## config.mk

```make
export PLATFORM = sky130hd
export DESIGN_NAME = bcd_serial_xs3_alu
export DESIGN_NICKNAME = d
export VERILOG_FILES = /design/src/rtl/xs3_pkg.sv /design/src/rtl/xs3_digit_cell.sv /design/src/rtl/bcd_serial_xs3_alu.sv
export SDC_FILE = /design/constraint.sdc
export NUM_CORES = 1
export LEC_CHECK = 0
export CAP_MARGIN = 15
export CORE_UTILIZATION = 30
export DETAILED_ROUTE_END_ITERATION = 10
export PLACE_DENSITY = 0.54
export SYNTH_ARGS = -nofsm -noshare
export SYNTH_HDL_FRONTEND = slang
export SYNTH_SLANG_ARGS = --single-unit
```

## constraint.sdc

```tcl
create_clock -name clk -period 5.1 [get_ports clk]
set_input_delay 1.02 -clock clk [delete_from_list [all_inputs] [get_ports clk]]
set_output_delay 1.02 -clock clk [all_outputs]
set_load 0.02 [all_outputs]
```

## src/rtl/xs3_pkg.sv

```systemverilog
// Shared constants and types for the serial excess-3 BCD add/subtract unit.
//   XS3_BIAS    : excess-3 offset applied to each BCD digit
//   BCD_MAX     : largest legal BCD digit value
//   alu_state_t : sequencer states
package xs3_pkg;

  localparam logic [3:0] XS3_BIAS = 4'd3;
  localparam logic [3:0] BCD_MAX  = 4'd9;

  typedef enum logic [1:0] {
    IDLE = 2'd0,
    RUN  = 2'd1,
    DONE = 2'd2
  } alu_state_t;

endpackage

```

## src/rtl/xs3_digit_cell.sv

```systemverilog
// Combinational single-digit excess-3 add/subtract cell.
//   x, y  : BCD digits (x is the minuend for subtract)
//   sub   : 1 = x - y via nines complement of y in XS3
//   cin   : carry in (for subtract, carry 1 means "no borrow")
//   d_bcd : BCD result digit
//   cout  : decimal carry out
module xs3_digit_cell
  import xs3_pkg::*;
(
  input  logic [3:0] x,
  input  logic [3:0] y,
  input  logic       sub,
  input  logic       cin,
  output logic [3:0] d_bcd,
  output logic       cout
);

  logic [3:0] xa;
  logic [3:0] yb;
  logic [4:0] s;
  logic [3:0] d;

  always_comb begin
    xa = x + XS3_BIAS;
    yb = y + XS3_BIAS;
    // Inverting an XS3 digit yields the XS3 code of its nines complement.
    if (sub) yb = ~yb;
    s  = {1'b0, xa} + {1'b0, yb} + {4'd0, cin};
    // Binary carry out of the 4-bit sum coincides with a decimal carry in XS3;
    // the bias is re-applied or removed accordingly to stay in XS3.
    if (s[4]) d = s[3:0] + XS3_BIAS;
    else      d = s[3:0] - XS3_BIAS;
    cout  = s[4];
    d_bcd = d - XS3_BIAS;
  end

endmodule

```

## src/rtl/bcd_serial_xs3_alu.sv

```systemverilog
// Multi-digit BCD add / magnitude-subtract sequencer. One digit is processed
// per clock, least significant first, through a single time-shared XS3 cell.
//   clk, rst_n           : clock, synchronous active-low reset
//   in_valid / in_ready  : operand handshake (A, B, M sampled on accept)
//   A, B                 : packed BCD operands, digit 0 in bits [3:0]
//   M                    : 0 = A+B, 1 = |A-B|
//   out_valid / out_ready: result handshake, result held until taken
//   Result               : BCD sum or magnitude of difference
//   CarryOut             : add overflow past the top digit (0 for subtract)
//   Neg                  : subtract with A<B (0 for add)
//   Err                  : an operand nibble exceeded 9; Result is then 0
module bcd_serial_xs3_alu
  import xs3_pkg::*;
#(
  parameter int DIGITS = 4
) (
  input  logic                  clk,
  input  logic                  rst_n,
  input  logic                  in_valid,
  output logic                  in_ready,
  input  logic [4*DIGITS-1:0]   A,
  input  logic [4*DIGITS-1:0]   B,
  input  logic                  M,
  output logic                  out_valid,
  input  logic                  out_ready,
  output logic [4*DIGITS-1:0]   Result,
  output logic                  CarryOut,
  output logic                  Neg,
  output logic                  Err
);

  localparam int CNT_W = $clog2(DIGITS + 1);

  alu_state_t state, state_nxt;

  logic [4*DIGITS-1:0] x_q, y_q, res_q, res_nxt;
  logic [CNT_W-1:0]    cnt_q;
  logic                cin_q, m_q, carry_q, neg_q, err_q;

  logic       accept, last, bad, a_lt_b;
  logic [3:0] d_bcd;
  logic       cout;

  assign in_ready  = (state == IDLE);
  assign out_valid = (state == DONE);
  assign accept    = in_valid && in_ready;
  assign last      = (cnt_q == CNT_W'(DIGITS - 1));
  assign a_lt_b    = (A < B);

  always_comb begin
    bad = 1'b0;
    for (int i = 0; i < DIGITS; i++)
      if (A[4*i +: 4] > BCD_MAX || B[4*i +: 4] > BCD_MAX) bad = 1'b1;
  end

  // Operands shift right one digit per RUN cycle, so the cell always sees
  // the current digit in the low nibble.
  xs3_digit_cell u_cell (
    .x     (x_q[3:0]),
    .y     (y_q[3:0]),
    .sub   (m_q),
    .cin   (cin_q),
    .d_bcd (d_bcd),
    .cout  (cout)
  );

  // Result fills from the top; after DIGITS shifts digit 0 sits at [3:0].
  generate
    if (DIGITS == 1) begin : g_res_one
      assign res_nxt = d_bcd;
    end else begin : g_res_shift
      assign res_nxt = {d_bcd, res_q[4*DIGITS-1:4]};
    end
  endgenerate

  always_comb begin
    state_nxt = state;
    case (state)
      IDLE:    if (accept) state_nxt = bad ? DONE : RUN;
      RUN:     if (last) state_nxt = DONE;
      DONE:    if (out_ready) state_nxt = IDLE;
      default: state_nxt = IDLE;
    endcase
  end

  always_ff @(posedge clk) begin
    if (!rst_n) begin
      state   <= IDLE;
      x_q     <= '0;
      y_q     <= '0;
      res_q   <= '0;
      cnt_q   <= '0;
      cin_q   <= 1'b0;
      m_q     <= 1'b0;
      carry_q <= 1'b0;
      neg_q   <= 1'b0;
      err_q   <= 1'b0;
    end else begin
      state <= state_nxt;
      case (state)
        IDLE: if (accept) begin
          // Subtract always runs larger-minus-smaller; the sign is kept aside.
          if (M && a_lt_b) begin
            x_q <= B;
            y_q <= A;
          end else begin
            x_q <= A;
            y_q <= B;
          end
          neg_q   <= M && a_lt_b;
          err_q   <= bad;
          m_q     <= M;
          cin_q   <= M;
          cnt_q   <= '0;
          res_q   <= '0;
          carry_q <= 1'b0;
        end
        RUN: begin
          x_q   <= x_q >> 4;
          y_q   <= y_q >> 4;
          res_q <= res_nxt;
          cin_q <= cout;
          cnt_q <= cnt_q + CNT_W'(1);
          // Subtract's final carry is only the end-around "no borrow" marker.
          if (last) carry_q <= cout && !m_q;
        end
        default: ;
      endcase
    end
  end

  assign Result   = res_q;
  assign CarryOut = carry_q;
  assign Neg      = neg_q;
  assign Err      = err_q;

endmodule

```

==> impl_metrics.py <==
metrics = {
    "setup_path": {
        "arrival_ns": 3.55,
        "crit_type": "reg -> reg",
        "path_common_cell": "inv_1",
        "cp_cell_sequence": "inv_1 > ha_1 > xnor2_1 > inv_1 > fa_1 > nor2b_1 > o21ai_0 > nand2_1 > inv_1 > fa_1 > xnor2_1 > a211o_1 > a21boi_0 > nand2_1 > o211ai_1",
        "setup.worst_path.start_class": "flip-flop",
        "critPathMaxFanout": 3,
        "crit_slowest_cell": "fa_1",
        "endpoint_kind": "flip-flop",
        "max_stage_delay_ns": 0.46,
        "worst_ep_required_time_ns": 5.35,
    },
    "timing": {
        "setup_viol": 0,
        "drv_slew": 0,
        "max_freq_mhz": 303,
        "hold_slack_ns": 0.468,
        "fin_setup_tns_ns": 0,
        "rsz0062_at_grt": "false",
        "slew_headroom": 0.442,
        "hold_viol": 0,
        "tightest_slew_ns": 0.837,
        "finClkSkew_ns": 0.00974,
        "period_minus_slack_ns": 3.30,
        "period_share": 0.647,
    },
    "placement": {
        "dp_hpwl_um": 7090,
        "place.gp.congestion": 0.780,
        "dp_cells": 645,
        "numPortBuffers": 57,
    },
    "floorplan": {
        "dieArea_um2": 13000,
        "die_w_um": 114,
        "die_h_um": 114,
        "coreArea_um2": 12100,
        "fp-row-count": 40,
        "start_util": 0.310,
        "io_pins": 58,
    },
    "logic_synthesis": {
        "synth_area_um2": 3760,
        "syn_nets": 506,
        "syn_avg_cell_area_um2": 8.53,
        "synthCells": 441,
        "synth_edf_count": 0,
        "ys_seq_area_frac": 0.309,
        "synth-seq-cells": 58,
        "synth_ff_type": "dfxtp_1",
        "yosysWarnings": 0,
        "ys_types": 48,
        "ys_async_sr_fraction": 0,
    },
    "detailed_routing": {
        "ant_nets": 0,
        "finalWirelength_um": 9590,
        "post_drt_wl_per_cell_um": 14.5,
        "via_count": 3331,
        "route.detailed.drc": 0,
        "via_per_inst": 5.04,
        "dr.first_iter.drc_count": 156,
        "drtPass1Iterations": 4,
    },
    "clock_network": {
        "cts_made_buffers": 9,
        "clock_path_buffers": 2,
        "cts_hold_buffers": 0,
        "ctsResizeCount": 0,
        "cts_root_buffer": "clkbuf_16",
        "cts.sinks": 58,
        "cts_setup_buffers": 0,
        "clk_pin_slew_worst_paths_ns": 0.06,
        "cts_tree": "done",
        "clock_latency_ns": 0.33,
        "h-tree-depth": 3,
    },
    "worst_hold_path": {
        "min_path_type": "reg -> reg",
    },
    "layout": {
        "area_growth_pct": 26.0,
        "n_fill_cell": 1278,
        "antennaDiodeCount": 0,
        "stdcell_count": 661,
        "nNetsFinal": 553,
        "layout-drive-gt1-share": 0.0994,
        "post-route-util": 0.391,
    },
    "job": {
        "maxCapViolations": 0,
    },
    "global_routing": {
        "grt_pass1_wl_um": 15800,
        "grt_pass1_vias": 3164,
        "grt_max_degree": 53,
        "antenna_found_initial": 0,
        "grt-ovfl-total": 0,
        "grt_usage": 0.155,
    },
    "power_and_ir_drop": {
        "power_w": 0.00167,
        "ir_worst_vdd_v": 0.000183,
        "power.leakage_nw": 1.97,
        "p_per_area_nw_per_um2": 352,
    },
    "run_status": {
        "outcome": "finished clean",
    },
}
## cell usage in the layout (no fill, tap or decap), types with 3 or more instances in the layout
cell type,synthesis,routed
xor2_1,3,3
nand2_1,62,62
mux2i_1,29,29
clkdlybuf4s50_1,0,56
a21oi_1,14,14
fa_1,3,3
ha_1,25,25
clkbuf_16,0,9
a22oi_1,16,16
buf_4,0,7
dfxtp_1,58,58
xnor2_1,9,9
and2_1,4,4
nor2b_1,20,20
nor2_1,12,12
o221ai_1,5,5
a211o_1,3,3
nor3b_1,4,4
nand4_1,3,3
inv_1,29,29
nand2b_1,4,4
a211oi_1,3,3
o21ai_0,56,56
o221a_2,15,15
nand3_1,7,7
o21a_1,3,3
## path summary, 6_finish.rpt
| kind | cells past startpoint | end | from | slack [ns] |
|---|---|---|---|---|
| max | 15 | Result[15]$_SDFFE_PN0P_ | y_q[0]$_SDFFE_PN0P_ | 1.80 |
| max reg2reg | 15 | Result[15]$_SDFFE_PN0P_ | y_q[0]$_SDFFE_PN0P_ | 1.80 |
| min reg2reg | 2 | Neg$_SDFFE_PN0P_ | Neg$_SDFFE_PN0P_ | 0.47 |
| min | 2 | Neg$_SDFFE_PN0P_ | Neg$_SDFFE_PN0P_ | 0.47 |
## sequential cells by signal, summed over array words and instances, names as in the netlist
register	flops
x_q	16
cnt_q	3
CarryOut	1
Err	1
m_q	1
Neg	1
cin_q	1
Result	16
y_q	16
state	2
## synth_stat cells, types with 2 or more instances
cell	number	area [um2]
inv_1	29	109
o21a_1	3	22.5
a21boi_0	2	15.0
o221ai_1	5	43.8
mux2i_1	29	290
nor2b_1	20	125
a21oi_1	14	70.1
clkbuf_1	22	82.6
a211oi_1	3	22.5
a211o_1	3	26.3
xor2_1	3	26.3
nand2_1	62	233
nand3_1	7	35.0
and2_1	4	25.0
o21ai_0	56	280
buf_2	3	15.0
ha_1	25	313
o31ai_2	2	25.0
a22oi_1	16	120
o221a_2	15	169
nor2_1	12	45.0
a21o_1	2	15.0
fa_1	3	60.1
nand4_1	3	18.8
o211ai_1	2	15.0
buf_12	3	60.1
nand2b_1	4	25.0
nor3b_1	4	30.0
dfxtp_1	58	1160
xnor2_1	9	78.8
## worst max-delay path, delay by kind of cell (launching register included)
| family | cells | cell delay (ns) |
|---|---|---|
| AOI/OAI and AO/OA | 4 | 0.67 |
| and+or+nand+nor | 3 | 0.35 |
| DFF | 1 | 0.37 |
| adders and majority gates | 3 | 1.20 |
| buffers and inverters | 3 | 0.24 |
| xor gates and xnor gates | 2 | 0.38 |
## stage by stage
stage,cell area [um2],setup WS [ns]
2_1_floorplan,3760,2.08
3_3_place_gp,4430,1.54
3_5_place_dp,4430,1.51
4_1_cts,4740,1.79
5_1_grt,4740,1.52
6_report,4740,1.80
## kinds of logic (layout without fill, tap and decap cells)
logic type,count (synthesis),count (layout),synth area share
AO/OA/AOI/OAI,135,135,0.255
buffers and inverters,57,109,0.0709
multiplexers,30,30,0.0802
flip-flops,58,58,0.309
XOR/XNOR,12,12,0.0280
adder cells (fa/ha/maj),28,28,0.0992
AND/OR/NAND/NOR,121,121,0.158
## power breakdown
group	switching, W	total, W	leakage (nW)	internal [W]
clock network	0.000219	0.000610	0.145	0.000391
registers	0.0000258	0.000514	0.475	0.000488
logic	0.000290	0.000544	1.35	0.000254
## layer usage
layer  track usage  wire length [um]
met1         0.188              4270
met2         0.273              4710
met3        0.0372               517
met4        0.0442                89
met5             0                 0
## cell type report
| type | count | area (um2) | area share |
|---|---|---|---|
| clock inverters | 6 | 63.8 | 0.0135 |
| clock buffers | 10 | 239 | 0.0504 |
| multi-input cells | 326 | 2340 | 0.493 |
| flip-flops and latches | 58 | 1160 | 0.245 |
| inverters | 29 | 109 | 0.0230 |
| repair buffers | 64 | 618 | 0.130 |
| well taps | 168 | 210 | 0.0444 |
Note: power is estimated with default switching activity, not from simulation.
